File: src/rtl/snake_tile_renderer.sv
// Snake tile renderer: scan pixel -> tile class -> sprite colour; fixed 3-cycle latency, no backpressure (free-running scan).
// Double-buffered body table; `define SELF_HIT_DETECT_EN adds the registered self_hit output.
module snake_tile_renderer #(
    parameter int PIXEL_DISPLAY_BIT = 9,
    parameter int X_OFF             = 58,
    parameter int Y_OFF             = 43,
    parameter int BLOCK_SIZE        = 5,
    parameter int GRID_W            = 124,
    parameter int GRID_H            = 81,
    parameter int COORD_BIT         = 7,
    parameter int SNAKE_LENGTH_BIT  = 4,
    parameter int SNAKE_LENGTH_MAX  = 16
) (
    input  logic                         clock_25,
    input  logic                         reset,
    input  logic [PIXEL_DISPLAY_BIT:0]   X,
    input  logic [PIXEL_DISPLAY_BIT:0]   Y,
    input  logic [COORD_BIT-1:0]         snake_head_x,
    input  logic [COORD_BIT-1:0]         snake_head_y,
    input  logic [COORD_BIT-1:0]         fruit_x,
    input  logic [COORD_BIT-1:0]         fruit_y,
    input  logic [SNAKE_LENGTH_BIT-1:0]  snake_length,
    input  logic                         body_wr_en,
    input  logic [SNAKE_LENGTH_BIT-1:0]  body_wr_idx,
    input  logic [COORD_BIT-1:0]         body_wr_x,
    input  logic [COORD_BIT-1:0]         body_wr_y,
    input  logic                         frame_commit,
    output logic                         swap_pending,
    output logic [1:0]                   sprite_figure,
    output logic [2:0]                   sprite_px_x,
    output logic [2:0]                   sprite_px_y,
    input  logic [1:0]                   sprite_data,
    output logic                         game_area,
    output logic                         game_enable,
    output logic [1:0]                   game_data
`ifdef SELF_HIT_DETECT_EN
    ,
    output logic                         self_hit
`endif
);
    localparam int PW = PIXEL_DISPLAY_BIT + 1;
    localparam int IW = (SNAKE_LENGTH_MAX > 1) ? $clog2(SNAKE_LENGTH_MAX) : 1;
    localparam logic [PW-1:0] X_LO = PW'(X_OFF);
    localparam logic [PW-1:0] X_HI = PW'(X_OFF + GRID_W * BLOCK_SIZE - 1);
    localparam logic [PW-1:0] Y_LO = PW'(Y_OFF);
    localparam logic [PW-1:0] Y_HI = PW'(Y_OFF + GRID_H * BLOCK_SIZE - 1);
    localparam logic [2:0]    L_LAST = 3'(BLOCK_SIZE - 1);
    localparam logic [COORD_BIT-1:0] T_ONE = COORD_BIT'(1);

    logic [2:0]           s1_lx_q, s1_lx_d, s1_ly_q, s1_ly_d, row_l_q, row_l_d;
    logic [COORD_BIT-1:0] s1_tx_q, s1_tx_d, s1_ty_q, s1_ty_d, row_t_q, row_t_d;
    logic                 s1_in_q, s1_in_d;
    logic [1:0]           fig_q, fig_d;
    logic [2:0]           px_q, px_d, py_q, py_d;
    logic                 s2_hit_q, s2_hit_d, s2_area_q, s2_area_d;
    logic                 area_q, area_d, en_q, en_d;
    logic [1:0]           dat_q, dat_d;
    logic                 pend_q, pend_d, front_q, front_d;
    logic [COORD_BIT-1:0] bank_x_q [2][SNAKE_LENGTH_MAX];
    logic [COORD_BIT-1:0] bank_y_q [2][SNAKE_LENGTH_MAX];

    logic        in_area, at_origin, swap, wr_ok;
    logic        hit_head, hit_body, hit_tail, hit_fruit;
    logic [31:0] wr_idx_ext;
    int          n_eff;

    assign in_area    = (X >= X_LO) && (X <= X_HI) && (Y >= Y_LO) && (Y <= Y_HI);
    assign at_origin  = (X == '0) && (Y == '0);
    assign swap       = at_origin && pend_q;
    assign wr_idx_ext = 32'(body_wr_idx);
    assign wr_ok      = body_wr_en && (wr_idx_ext < 32'(SNAKE_LENGTH_MAX));
    assign n_eff      = (int'(snake_length) > SNAKE_LENGTH_MAX) ? SNAKE_LENGTH_MAX : int'(snake_length);

    // Column state restarts at the left edge; row state restarts above the area
    // and steps once per row on the last area column.
    always_comb begin
        s1_lx_d = s1_lx_q + 3'd1;
        s1_tx_d = s1_tx_q;
        if (X == X_LO) begin
            s1_lx_d = '0;
            s1_tx_d = '0;
        end else if (s1_lx_q == L_LAST) begin
            s1_lx_d = '0;
            s1_tx_d = s1_tx_q + T_ONE;
        end
        row_l_d = row_l_q;
        row_t_d = row_t_q;
        if (Y < Y_LO) begin
            row_l_d = '0;
            row_t_d = '0;
        end else if (X == X_HI) begin
            if (row_l_q == L_LAST) begin
                row_l_d = '0;
                row_t_d = row_t_q + T_ONE;
            end else begin
                row_l_d = row_l_q + 3'd1;
            end
        end
        s1_ly_d = row_l_q;
        s1_ty_d = row_t_q;
        s1_in_d = in_area;
    end

    always_comb begin
        hit_head  = (s1_tx_q == snake_head_x) && (s1_ty_q == snake_head_y);
        hit_fruit = (s1_tx_q == fruit_x) && (s1_ty_q == fruit_y);
        hit_body  = 1'b0;
        hit_tail  = 1'b0;
        for (int i = 0; i < SNAKE_LENGTH_MAX; i++) begin
            if ((bank_x_q[front_q][i] == s1_tx_q) && (bank_y_q[front_q][i] == s1_ty_q)) begin
                if (i + 3 <= n_eff) hit_body = 1'b1;
                if (i + 2 == n_eff) hit_tail = 1'b1;
            end
        end
        fig_d = 2'b00;
        if (hit_head)       fig_d = 2'b00;
        else if (hit_body)  fig_d = 2'b01;
        else if (hit_tail)  fig_d = 2'b10;
        else if (hit_fruit) fig_d = 2'b11;
        s2_hit_d  = s1_in_q && (hit_head || hit_body || hit_tail || hit_fruit);
        s2_area_d = s1_in_q;
        px_d      = s1_lx_q;
        py_d      = s1_ly_q;
        area_d    = s2_area_q;
        en_d      = s2_hit_q;
        dat_d     = s2_hit_q ? sprite_data : 2'b00;
        // A commit coinciding with the swap is absorbed by that swap.
        pend_d    = swap ? 1'b0 : (frame_commit ? 1'b1 : pend_q);
        front_d   = front_q ^ swap;
    end

    always_ff @(posedge clock_25) begin
        if (reset) begin
            s1_lx_q <= '0; s1_ly_q <= '0; s1_tx_q <= '0; s1_ty_q <= '0; s1_in_q <= 1'b0;
            row_l_q <= '0; row_t_q <= '0;
            fig_q <= '0; px_q <= '0; py_q <= '0; s2_hit_q <= 1'b0; s2_area_q <= 1'b0;
            area_q <= 1'b0; en_q <= 1'b0; dat_q <= '0;
            pend_q <= 1'b0; front_q <= 1'b0;
        end else begin
            s1_lx_q <= s1_lx_d; s1_ly_q <= s1_ly_d; s1_tx_q <= s1_tx_d; s1_ty_q <= s1_ty_d; s1_in_q <= s1_in_d;
            row_l_q <= row_l_d; row_t_q <= row_t_d;
            fig_q <= fig_d; px_q <= px_d; py_q <= py_d; s2_hit_q <= s2_hit_d; s2_area_q <= s2_area_d;
            area_q <= area_d; en_q <= en_d; dat_q <= dat_d;
            pend_q <= pend_d; front_q <= front_d;
        end
    end

    // Back bank is the one not being displayed before this edge's swap.
    always_ff @(posedge clock_25) begin
        if (reset) begin
            for (int b = 0; b < 2; b++) begin
                for (int i = 0; i < SNAKE_LENGTH_MAX; i++) begin
                    bank_x_q[b][i] <= '0;
                    bank_y_q[b][i] <= '0;
                end
            end
        end else if (wr_ok) begin
            bank_x_q[~front_q][wr_idx_ext[IW-1:0]] <= body_wr_x;
            bank_y_q[~front_q][wr_idx_ext[IW-1:0]] <= body_wr_y;
        end
    end

    assign swap_pending  = pend_q;
    assign sprite_figure = fig_q;
    assign sprite_px_x   = px_q;
    assign sprite_px_y   = py_q;
    assign game_area     = area_q;
    assign game_enable   = en_q;
    assign game_data     = dat_q;

`ifdef SELF_HIT_DETECT_EN
    logic self_cmp, acc_q, acc_d, self_hit_q, self_hit_d;

    // Collisions seen anywhere in the frame are published at the frame origin.
    always_comb begin
        self_cmp = 1'b0;
        for (int i = 0; i < SNAKE_LENGTH_MAX; i++) begin
            if ((i + 2 <= n_eff) && (bank_x_q[front_q][i] == snake_head_x) &&
                (bank_y_q[front_q][i] == snake_head_y))
                self_cmp = 1'b1;
        end
        acc_d      = acc_q | self_cmp;
        self_hit_d = self_hit_q;
        if (at_origin) begin
            self_hit_d = acc_q | self_cmp;
            acc_d      = 1'b0;
        end
    end

    always_ff @(posedge clock_25) begin
        if (reset) begin
            acc_q      <= 1'b0;
            self_hit_q <= 1'b0;
        end else begin
            acc_q      <= acc_d;
            self_hit_q <= self_hit_d;
        end
    end

    assign self_hit = self_hit_q;
`endif
endmodule

File: config.mk
export PLATFORM = sky130hd
export DESIGN_NAME = snake_tile_renderer
export DESIGN_NICKNAME = d
export VERILOG_FILES = /design/src/rtl/snake_tile_renderer.sv
export SDC_FILE = /design/constraint.sdc
export NUM_CORES = 1
export LEC_CHECK = 0
export BUFFER_PORTS_ARGS = -buffer_cell sky130_fd_sc_hd__buf_4
export CORE_MARGIN = 3
export CORE_UTILIZATION = 60
export CTS_CLUSTER_SIZE = 16
export DETAILED_ROUTE_END_ITERATION = 7
export PLACE_DENSITY_LB_ADDON = 0.12
export SYNTH_ARGS = -nofsm -noshare
export SYNTH_HDL_FRONTEND = slang
export SYNTH_SLANG_ARGS = --single-unit
File: constraint.sdc
create_clock -name clock_25 -period 5.8 [get_ports clock_25]
set_input_delay 1.45 -clock clock_25 [delete_from_list [all_inputs] [get_ports clock_25]]
set_output_delay 1.45 -clock clock_25 [all_outputs]
set_load 0.01 [all_outputs]
* Word level (Yosys, flattened, before mapping)
Memory sizes are Yosys's and may differ from the RTL's. A register that Yosys moved wholly into a read port is not among the register bits. Cells that the tools add are included.
Operators by class: add/sub/neg operators 4, $lt $le $gt $ge 24, equal/unequal tests 54, multiplexer cells 79, bitwise operators 4, reduce and logical (&&, ||, !) cells 41
Operators with widths (number):
- 2-to-1 mux 112 bit | 5
- equality test 7 bit | 36
- OR reduction 112 bit | 2
- 2-to-1 mux 1 bit | 69
- equality test 4 bit (first input constant) | 8
- less-or-equal comparator 4 bit (first input constant) | 8
- demux 7 bit (select 4 bit) | 1
- logical AND 1 bit | 26
- greater-or-equal comparator 10 x 6 -> 1 bit (second input constant) | 2
- zero test 10 bit | 2
- equality test 3 x 4 -> 1 bit (first input constant) | 4
- less-or-equal comparator 3 x 4 -> 1 bit (first input constant) | 4
- less-or-equal comparator 5 x 4 -> 1 bit (first input constant) | 3
- adder 7 x 1 -> 7 bit (second input constant) | 2
- equality test 10 bit (second input constant) | 1
- equality test 10 x 6 -> 1 bit (second input constant) | 1
- less-or-equal comparator 10 bit (second input constant) | 1
- less-or-equal comparator 10 x 9 -> 1 bit (second input constant) | 1
- less-than comparator 10 x 6 -> 1 bit (second input constant) | 1
- OR reduction 2 bit | 5
- 2-to-1 mux 7 bit | 1
- adder 3 x 1 -> 3 bit (second input constant) | 2
- equality test 3 bit (second input constant) | 2
- OR reduction 3 bit | 2
- 13 further kinds | 17
Word-level totals: bits in registers 47, memory bits (writable) 448, input bits 76, output and inout bits 13, logic and storage cells 226, memories kept 2
Memories:
- bank_x_q | words 2, width 112, rd ports 1, clocked after Yosys merged registers in 1, write ports 2, line 59 | logic [COORD_BIT-1:0] bank_x_q [2][SNAKE_LENGTH_MAX];
- bank_y_q | words 2, width 112, rd ports 1, clocked after Yosys merged registers in 1, write ports 2, line 60 | logic [COORD_BIT-1:0] bank_y_q [2][SNAKE_LENGTH_MAX];

* Logic depth before layout (Yosys ltp)
Gate-level depths: netlist of the first run.
word-level depth 37, depth in mapped cells 12, gate-level depth less buffers 8

* Least setup slack after synthesis of the first run
OpenSTA, ideal clock, no wires.
path type input-to-reg, from input body_wr_idx[1], to memory bank_x_q[1][35] in the netlist's numbering, enable pin, library setup time 0.390 ns, arrival time 2.742 ns, required time 5.410 ns, setup slack 2.668 ns, stages on the path 4, buffers on the path 1, cell sequence clkbuf_1 > nor2b_1 > nand2_1 > a21oi_1
RTL lines:
- start, declared | line 24 | input logic [SNAKE_LENGTH_BIT-1:0] body_wr_idx,
- end, declared | line 59

==> out/qor.yml, run 1 <==
status:
  status: "completed"
sta:
  finalMaxSlewViolations: 0
  relSlewSlack_pct: 19.2
  rsz0062_at_grt: "no"
  post-route-worst-setup-slack_ps: 1680
  fmax_mhz: 243
  fin_crit_ps: 4120
  setup_violations: 0
  tightest_slew_ps: 1210
  fin_setup_tns_ps: 0
  min_period_over_period_pct: 71.1
  skew_ps: 21.2
  hold_viol_final: 0
critical_path:
  crit_type: "in -> reg"
  crit_path_cell_trace: "buf_4 > nor2b_2 > nand3_1 > nor2_1 > or2_2"
  crit_family: "simple AND/OR/NAND/NOR gates"
  critPathMaxStageDelay_ps: 880
  cp.depth: 5
  regToRegSetupSlack_ps: 1870
  arrival_ps: 4350
  r2r_cells: 10
  r2r_start: "front_q"
  r2r-end: "en_d"
  cp_num_buf_inv: 1
  required_ps: 6030
  cp_max_fo: 42
  startpoint_type: "input pin"
  end_kind: "register"
  slowest_stage: "nor2b_2"
min_path:
  hold_class: "reg -> reg"
  hold_start: "area_d"
  min_path_cells: 1
  hold_end: "game_area"
pwr:
  p_leak_uw: 0.00799
  finalPower_uw: 7120
  ir_drop_uv: 215
  power_density_nw_per_um2: 307
route:
  via_per_inst: 5.98
  wl_um: 56300
  vias: 12500
  drt_iter0_drc: 1289
  detail-route-antenna-nets: 0
  wire_per_inst_um: 27.0
  drc_errors: 0
  first_pass_iters: 5
synth:
  syn_avg_cell_area_sq_um: 13.5
  syn-num-nets: 1600
  netlist_area_sq_um: 20500
  yosysWarnings: 0
  synth.top_cells.by_area: "edfxtp_1 57%, mux2i_1 9.7%, xnor2_1 9.0%"
  syn-instance-count: 1518
  synth_edf_count: 392
  synth_top_area_share_pct: 57.3
  synth_ff_type: "edfxtp_1"
  async_flop_share_pct: 0
  ys_seq_area_share_pct: 61.9
  synthTopCellsByCount: "392 x edfxtp_1, 226 x and2_1, 212 x xnor2_1"
  ys_types: 49
  ys_ff_latch: 439
  yosysTopAreaCell: "edfxtp_1"
  yosysMostFrequentCell: "edfxtp_1"
clocking:
  h-tree-depth: 2
  clk_pin_slew_ps: 60
  clock_sinks: 439
  post_cts_buffers: 0
  root_buffer: "clkbuf_16"
  numCtsBuffers: 46
  cts_tree: "built"
  clockBufferDepth: 3
  post_cts_resized: 0
  hold_buffers: 0
  insertion_delay_ps: 580
floorplanning:
  die_x_um: 191
  start_util_pct: 61.1
  ios: 89
  chipHeight_um: 191
  core.rowCount: 67
  core_area_sq_um: 33600
  fp.dieArea_sq_um: 36500
placement:
  dp_hpwl_um: 33500
  pre_cts_slack_ps: 1270
  place_congestion: 0.874
  io_buffers: 88
grt:
  grt_first_pass_wirelength_um: 81300
  globalRouteOverflowTotal: 0
  grt_pass1_vias: 12400
  antenna_found_initial: 3
  track_usage_pct: 31.3
  grt_max_degree: 50
final_layout:
  fill_cells: 2346
  final_nets: 1681
  drive_gt1_share_pct: 13.8
  syn_to_final_growth_pct: 12.8
job:
  maxCapViolCount: 0
flip-flops by register name (all words and copies together) (netlist names):
name	cells
game_enable	1
sprite_figure	2
s1_ty_q	7
en_d	1
px_d	3
row_l_q	3
s1_in_q	1
bank_x_q	196
sprite_px_x	3
py_d	3
swap_pending	1
game_area	1
area_d	1
game_data	2
sprite_px_y	3
bank_y_q	196
front_q	1
s1_tx_q	7
row_t_q	7
worst max path at each step:
stage	from	endpoint
3_3_place_gp	reset	bank_y_q[0][58]
2_1_floorplan	body_wr_idx[1]	bank_x_q[1][35]
5_1_grt	reset	bank_y_q[0][86]
6_report	reset	bank_y_q[0][86]
4_1_cts	reset	bank_x_q[0][90]
3_5_place_dp	reset	bank_x_q[0][60]
logic make-up after synthesis:
kind of cell               after synthesis  share of synthesized area (%)
and+or+nand+nor                        480                           13.7
DFF                                    439                           61.9
xor gates and xnor gates               239                           10.2
muxes                                  199                           9.69
buffers and inverters                  105                           2.73
AOI/OAI and AO/OA                       50                           1.49
adders and majority gates                6                          0.365
layer usage:
| metal | share of wire [%] | wire length [um] | global-route usage, % | up-vias |
|---|---|---|---|---|
| met3 | 9.8 | 5490 | 6.58 | 149 |
| met2 | 47 | 26700 | 51.2 | 663 |
| met5 | 0.020 | 11 | 0 | - |
| met1 | 38 | 21600 | 41.4 | 6089 |
| met4 | 4.3 | 2400 | 12.0 | 2 |
| li1 | - | - | - | 5568 |
final cells by class:
type | count | area (sq um) | area share (%)
diodes | 1 | 2.50 | 0.0108
well taps | 448 | 561 | 2.42
multi-input cells | 974 | 7290 | 31.4
clock buffers | 53 | 1180 | 5.08
clock inverters | 33 | 417 | 1.80
repair buffers | 127 | 978 | 4.22
flip-flops and latches | 439 | 12700 | 54.9
inverters | 11 | 41.3 | 0.178
worst reg2reg max path, cell delays in order (launching register included):
cell	delay [ps]
dfxtp_4	930
buf_12	410
buf_12	370
mux2i_1	330
xnor2_1	90
nor4_1	340
nand4_1	190
nor3_2	480
a221oi_1	240
and3b_1	250
a41oi_1	220
power by group:
part | switching, uW | internal (uW) | leakage, uW | total (uW)
logic | 267 | 128 | 0.00268 | 395
registers | 41.3 | 3580 | 0.00454 | 3620
clock network | 1240 | 1870 | 0.000773 | 3110
total | 1550 | 5580 | 0.00799 | 7120
placed cells by master (no fill, tap or decap), types with 21 or more instances in the layout:
cell type	netlist	final
a21oi_1	24	21
and2_1	226	226
buf_4	6	125
clkbuf_16	0	46
dfxtp_1	47	46
edfxtp_1	392	392
mux2i_1	199	199
nand2_1	25	25
nand3_1	24	24
nand4_1	28	28
nor2_1	58	58
nor2b_1	22	21
nor4_1	41	41
xnor2_1	212	212
xor2_1	27	27
metrics by stage:
step	cell area, sq um	utilization (%)	hold slack (ps)	cells
after detailed placement	21600	64.2	427	1999
final	23200	69.0	437	2086
after floorplan	20500	-	414	1518
after global placement	21600	64.2	417	1999
after global routing	23200	68.9	448	2085
after CTS	23200	68.9	441	2085
Note: power is estimated with default switching activity, not from simulation.
==> run 2, diff against run 1 <==
==> constraint.sdc (replaced) <==
create_clock -name clock_25 -period 4.3 [get_ports clock_25]
set_input_delay 1.075 -clock clock_25 [delete_from_list [all_inputs] [get_ports clock_25]]
set_output_delay 1.075 -clock clock_25 [all_outputs]
set_load 0.01 [all_outputs]
==> run 2 against run 1 <==
Sequential power rose by 35%. Die area did not move. Critical path type is now reg -> reg. Total power rose by 28%.
==> out/qor.yml, run 2 (same netlist as run 1, synthesis figures left out) <==
floorplanning:
  core_area_sq_um: 33600  # unchanged
  core.rowCount: 67  # unchanged
  die_x_um: 191  # unchanged
  fp.dieArea_sq_um: 36500  # unchanged
  ios: 89  # unchanged
  chipHeight_um: 191  # unchanged
  start_util_pct: 61.1  # unchanged
grt:
  grt_first_pass_wirelength_um: 81000  # -0.36%
  use_met3_pct: 4.84  # -1.7 points
  antenna_found_initial: 3  # unchanged
  grt_max_degree: 48  # -4.0%
  grtUsageMet2_pct: 50.2  # -1.0 points
  track_usage_pct: 31.0  # -0.28 points
  use_met1_pct: 42.9  # +1.6 points
  grt-busiest-layer: "met2"
  globalRouteOverflowTotal: 0  # unchanged
  grt_pass1_vias: 12400  # +0.12%
critical_path:
  crit_type: "reg -> reg"
  cp_max_fo: 47  # +12%
  end_kind: "register"
  slowest_stage: "nor4_1"
  regToRegSetupSlack_ps: 800  # -1070 ps
  r2r_cells: 9  # -1
  r2r-end: "sprite_figure[0]"
  critPathMaxStageDelay_ps: 840  # -40 ps
  arrival_ps: 3960  # -390 ps
  r2r_start: "front_q"
  required_ps: 4760  # -1270 ps
  startpoint_type: "register"
  crit_path_cell_trace: "buf_12 > mux2i_1 > xnor2_1 > nor4_1 > nand4_1 > a21oi_1 > o22ai_1 > o221a_1 > a311oi_2"
clocking:
  insertion_delay_ps: 550  # -30 ps
  hold_buffers: 0  # unchanged
  numCtsBuffers: 46  # unchanged
  clk_pin_slew_ps: 60  # about the same
  cts_tree: "built"
  clockBufferDepth: 3  # unchanged
  clock_sinks: 439  # unchanged
  post_cts_resized: 0  # unchanged
  h-tree-depth: 2  # unchanged
  root_buffer: "clkbuf_16"
  post_cts_buffers: 0  # unchanged
final_layout:
  fin_util_pct: 68.9  # about the same
  final_cell_mix: "392 x edfxtp_1, 226 x and2_1, 212 x xnor2_1"
  final_nets: 1708  # +1.6%
  syn_to_final_growth_pct: 12.8  # about the same
  largestRegisters: "bank_x_q x196, bank_y_q x196"
  drive_gt1_share_pct: 14.2  # +0.44 points
  final_common_cell: "edfxtp_1"
route:
  detail-route-antenna-nets: 0  # unchanged
  wire_per_inst_um: 26.9  # -0.30%
  first_pass_iters: 5  # unchanged
  vias: 12900  # +3.0%
  drc_errors: 0  # unchanged
  drt_iter0_drc: 1487  # +15%
  via_per_inst: 6.12  # +2.4%
  wl_um: 56500  # +0.37%
placement:
  io_buffers: 88  # unchanged
  dp_hpwl_um: 34900  # +4.2%
  place_congestion: 0.965  # +10%
  pre_cts_slack_ps: 936  # -331 ps
sta:
  post-route-worst-setup-slack_ps: 805  # -873 ps
  setup_violations: 0  # unchanged
  fin_setup_tns_ps: 0  # unchanged
  hold_ws_ps: 440  # +3.83 ps
  tightest_slew_ps: 1010  # -201 ps
  fmax_mhz: 286
  min_period_over_period_pct: 81.3
  relSlewSlack_pct: 32.7  # +14 points
  rsz0062_at_grt: "no"
  finalMaxSlewViolations: 0  # unchanged
  skew_ps: 6.19  # -15.0 ps
  fin_crit_ps: 3500
  hold_viol_final: 0  # unchanged
min_path:
  hold_start: "py_d[0]"
  min_path_cells: 1  # unchanged
  hold_end: "sprite_px_y[0]"
  hold_class: "reg -> reg"
pwr:
  power_density_nw_per_um2: 392  # +28%
  finalPower_uw: 9090  # +28%
  p_leak_uw: 0.00802  # +0.40%
  ir_drop_uv: 318  # +48%
job:
  maxCapViolCount: 0  # unchanged
status:
  status: "completed"
-- run 2: power breakdown --
| part | internal [uW] | total, uW | switching (uW) |
|---|---|---|---|
| clock | 2110 | 3660 | 1550 |
| combinational | 180 | 542 | 362 |
| sequential | 4830 | 4880 | 52.0 |
-- run 2: worst max path at each step --
stage                   startpoint          endpoint  slack, ps
detailed placement         front_q  sprite_figure[1]        940
CTS                        front_q  sprite_figure[0]        900
floorplan           body_wr_idx[1]   bank_x_q[1][35]       1540
finish                     front_q  sprite_figure[0]        800
global placement           front_q  sprite_figure[1]        910
global route               front_q              en_d        700
-- run 2: final cells by class --
cell class                      instances  area [sq um]
Antenna cell                            2          5.00
Clock buffer                           63          1280
Clock inverter                          9          71.3
Fill cell                            2371         10400
Inverter                               11          41.3
Multi-Input combinational cell        974          7280
Sequential cell                       439         12700
Tap cell                              448           561
Timing Repair Buffer                  154          1220
-- run 2: metrics by stage --
stage,cells,area [sq um]
2_1_floorplan,1518,20500
3_3_place_gp,2026,21800
3_5_place_dp,2026,21800
4_1_cts,2098,23200
5_1_grt,2098,23200
6_report,2100,23200
-- run 2: layer usage --
layer	vias up	wire [um]
met2	693	26700
met5	-	0
met4	0	2160
met3	131	5500
met1	6403	22100
li1	5623	-
-- run 2: worst max-delay path: cells and delay by family (launching register included) --
family / cells / cell delay [ps]
DFF: 1 / 610
AOI/OAI and AO/OA: 4 / 730
xor gates and xnor gates: 1 / 90
and+or+nand+nor: 2 / 1290
buffers and inverters: 1 / 360
muxes: 1 / 270
==> run 3, diff against run 2 <==
--- a/config.mk
+++ b/config.mk
@@ -7,7 +7,7 @@
 export LEC_CHECK = 0
 export BUFFER_PORTS_ARGS = -buffer_cell sky130_fd_sc_hd__buf_4
 export CORE_MARGIN = 3
-export CORE_UTILIZATION = 60
+export CORE_UTILIZATION = 56
 export CTS_CLUSTER_SIZE = 16
 export DETAILED_ROUTE_END_ITERATION = 7
 export PLACE_DENSITY_LB_ADDON = 0.12
==> constraint.sdc (replaced) <==
create_clock -name clock_25 -period 2.9 [get_ports clock_25]
set_input_delay 0.725 -clock clock_25 [delete_from_list [all_inputs] [get_ports clock_25]]
set_output_delay 0.725 -clock clock_25 [all_outputs]
set_load 0.01 [all_outputs]
==> run 3 against run 2 <==
First-iteration DRC count is 3.4% lower. Non-clock buffer count is 33 higher. Largest power group unchanged. Critical path type unchanged. Clock-buffer cell count is 2 lower.
==> out/qor.yml, run 3 (same netlist as run 1, synthesis figures left out) <==
sta:
  fin_setup_tns_ps: 0  # unchanged
  skew_ps: 13.3  # +7.12 ps
  hold_viol_final: 0  # unchanged
  relSlewSlack_pct: 33.9  # +1.1 points
  setup_violations: 0  # unchanged
  rsz0062_at_grt: "no"
  post-route-worst-setup-slack_ps: 38.2  # -767 ps
  finalMaxSlewViolations: 0  # unchanged
  fmax_mhz: 349  # +22%
  min_period_over_period_pct: 98.7  # +17 points
  hold_ws_ps: 361  # -79.0 ps
  fin_crit_ps: 2860  # -633 ps
  tightest_slew_ps: 992  # -16.9 ps
grt:
  antenna_found_initial: 5  # +2
  grt_pass1_vias: 12400  # +0.27%
  grt_first_pass_wirelength_um: 82600  # +2.0%
  grt_max_degree: 45  # -6.3%
  track_usage_pct: 29.7  # -1.3 points
  globalRouteOverflowTotal: 0  # unchanged
clocking:
  clk_pin_slew_ps: 60  # about the same
  clockBufferDepth: 3  # unchanged
  cts_tree: "built"
  h-tree-depth: 2  # unchanged
  insertion_delay_ps: 570  # +20 ps
  clock_sinks: 439  # unchanged
  hold_buffers: 0  # unchanged
  root_buffer: "clkbuf_16"
  numCtsBuffers: 46  # unchanged
final_layout:
  final_common_cell: "edfxtp_1"
  final_area_sq_um: 23800  # +2.9%
  final_cell_mix: "392 x edfxtp_1, 226 x and2_1, 212 x xnor2_1"
  seq_area_sq_um: 12700  # unchanged
  drive_gt1_share_pct: 16.8  # +2.6 points
  multiInputGateArea_sq_um: 7300  # +0.24%
  largestRegisters: "bank_x_q x196, bank_y_q x196"
  fill_cells: 2590  # +9.2%
  final_nets: 1741  # +1.9%
  syn_to_final_growth_pct: 16.0
min_path:
  hold_start: "sprite_data[1]"
  hold_class: "in -> reg"
pwr:
  power_density_nw_per_um2: 583  # +49%
  p_switching_uw: 3030  # +54%
  power_frac_clock_pct: 41.8  # +1.5 points
  swShare_pct: 21.8  # +0.20 points
  ir_drop_uv: 480  # +51%
  p_leak_uw: 0.00833  # +3.9%
  p_int_uw: 10900  # +53%
  power_frac_comb_pct: 6.1  # about the same
  pwr-share-seq_pct: 52.1  # -1.6 points
floorplanning:
  die_x_um: 198  # +3.4%
  chipHeight_um: 198  # +3.4%
  ios: 89  # unchanged
  core.rowCount: 69  # +3.0%
  core_area_sq_um: 35800  # +6.6%
  start_util_pct: 57.3  # -3.8 points
  fp.dieArea_sq_um: 39000  # +6.9%
route:
  vias: 12900  # +0.53%
  wl_met3_um: 4680  # -15%
  wl_um: 57900  # +2.5%
  wl_met2_um: 27300  # +2.1%
  first_pass_iters: 5  # unchanged
  drt-met1-wl_um: 23400  # +6.0%
  detail-route-antenna-nets: 0  # unchanged
  drc_errors: 0  # unchanged
  drt_iter0_drc: 1436  # -3.4%
  wire_per_inst_um: 26.8  # -0.34%
  routed.top_layer: "met5"
  via_per_inst: 5.98  # -2.2%
critical_path:
  cp-startpoint: "front_q"
  required_ps: 3390  # -1370 ps
  startpoint_type: "register"
  end_kind: "register"
  slowest_stage: "nor4_2"
  crit_path_cell_trace: "buf_12 > buf_12 > mux2i_1 > xnor2_1 > nor4_1 > nand3_1 > nor4_2 > a221oi_1 > and3b_1 > a41oi_1"
  cp_num_buf_inv: 2  # +1
  crit_family: "simple AND/OR/NAND/NOR gates"
  path_common_cell: "buf_12"
  crit_type: "reg -> reg"
  arrival_ps: 3350  # -610 ps
  r2r_start: "front_q"
  cp_max_fo: 19  # -60%
  critPathMaxStageDelay_ps: 450  # -390 ps
placement:
  dp_hpwl_um: 34300  # -1.8%
  place_area_sq_um: 22300  # +2.1%
  place_congestion: 0.925  # -4.2%
  pre_cts_slack_ps: 45.7  # -890 ps
  io_buffers: 88  # unchanged
status:
  status: "completed"
job:
  maxCapViolCount: 0  # unchanged
## run 3: cell count changes in the layout (fill, tap and decap cells not counted), moves of 2 or more
cell,previous run,this run
clkinv_1,4,8
clkinv_2,2,8
bufinv_16,1,4
clkbuf_8,0,3
buf_4,149,163
nor4_1,41,37
clkbuf_2,0,4
buf_12,5,22
clkbuf_1,14,7
a21oi_2,2,0
a21oi_1,22,24
nor4_2,4,8
## run 3: layout make-up
type	count	area share [%]
inverters	11	0.173
well taps	461	2.42
flip-flops and latches	439	53.3
multi-input cells	974	30.6
clock inverters	23	0.903
repair buffers	187	7.20
diodes	3	0.0315
clock buffers	61	5.30
## run 3: worst paths after layout
path,end,slack [ps],cells past startpoint
min reg2reg,sprite_px_y[1],440,1
max reg2reg,en_d,40,10
max,en_d,40,10
min,game_data[1],360,2
## run 3: metal layers
metal | up-vias | global-route usage, %
met5 | - | 0
met4 | 6 | 12.3
met3 | 146 | 5.68
met2 | 566 | 47.9
met1 | 6503 | 40.0
li1 | 5697 | -
## run 3: repair_timing
item                       CTS  global route
setup buffers                0             1
setup endpoints to repair    0             3
gates resized for setup      0             5
## run 3: metrics by stage
stage,total power [uW],instances,util (%)
CTS,13900,2154,66.3
global route,14300,2156,66.5
finish,13900,2159,66.5
floorplan,7770,1518,-
global placement,8180,2070,62.2
detailed placement,8210,2070,62.2
## run 3: power groups by stage
stage	logic (uW)	registers (uW)	clock network, uW
global route	900	7260	6120
detailed placement	837	7370	0
finish	850	7240	5810
floorplan	419	7350	0
global placement	827	7360	0
CTS	843	7240	5870
## run 3: worst register-to-register path, stage by stage (launching register included)
cell      delay (ps)
dfxtp_4          380
buf_12           150
buf_12           200
mux2i_1          270
xnor2_1          110
nor4_1           410
nand3_1          180
nor4_2           450
a221oi_1         200
and3b_1          210
a41oi_1          220
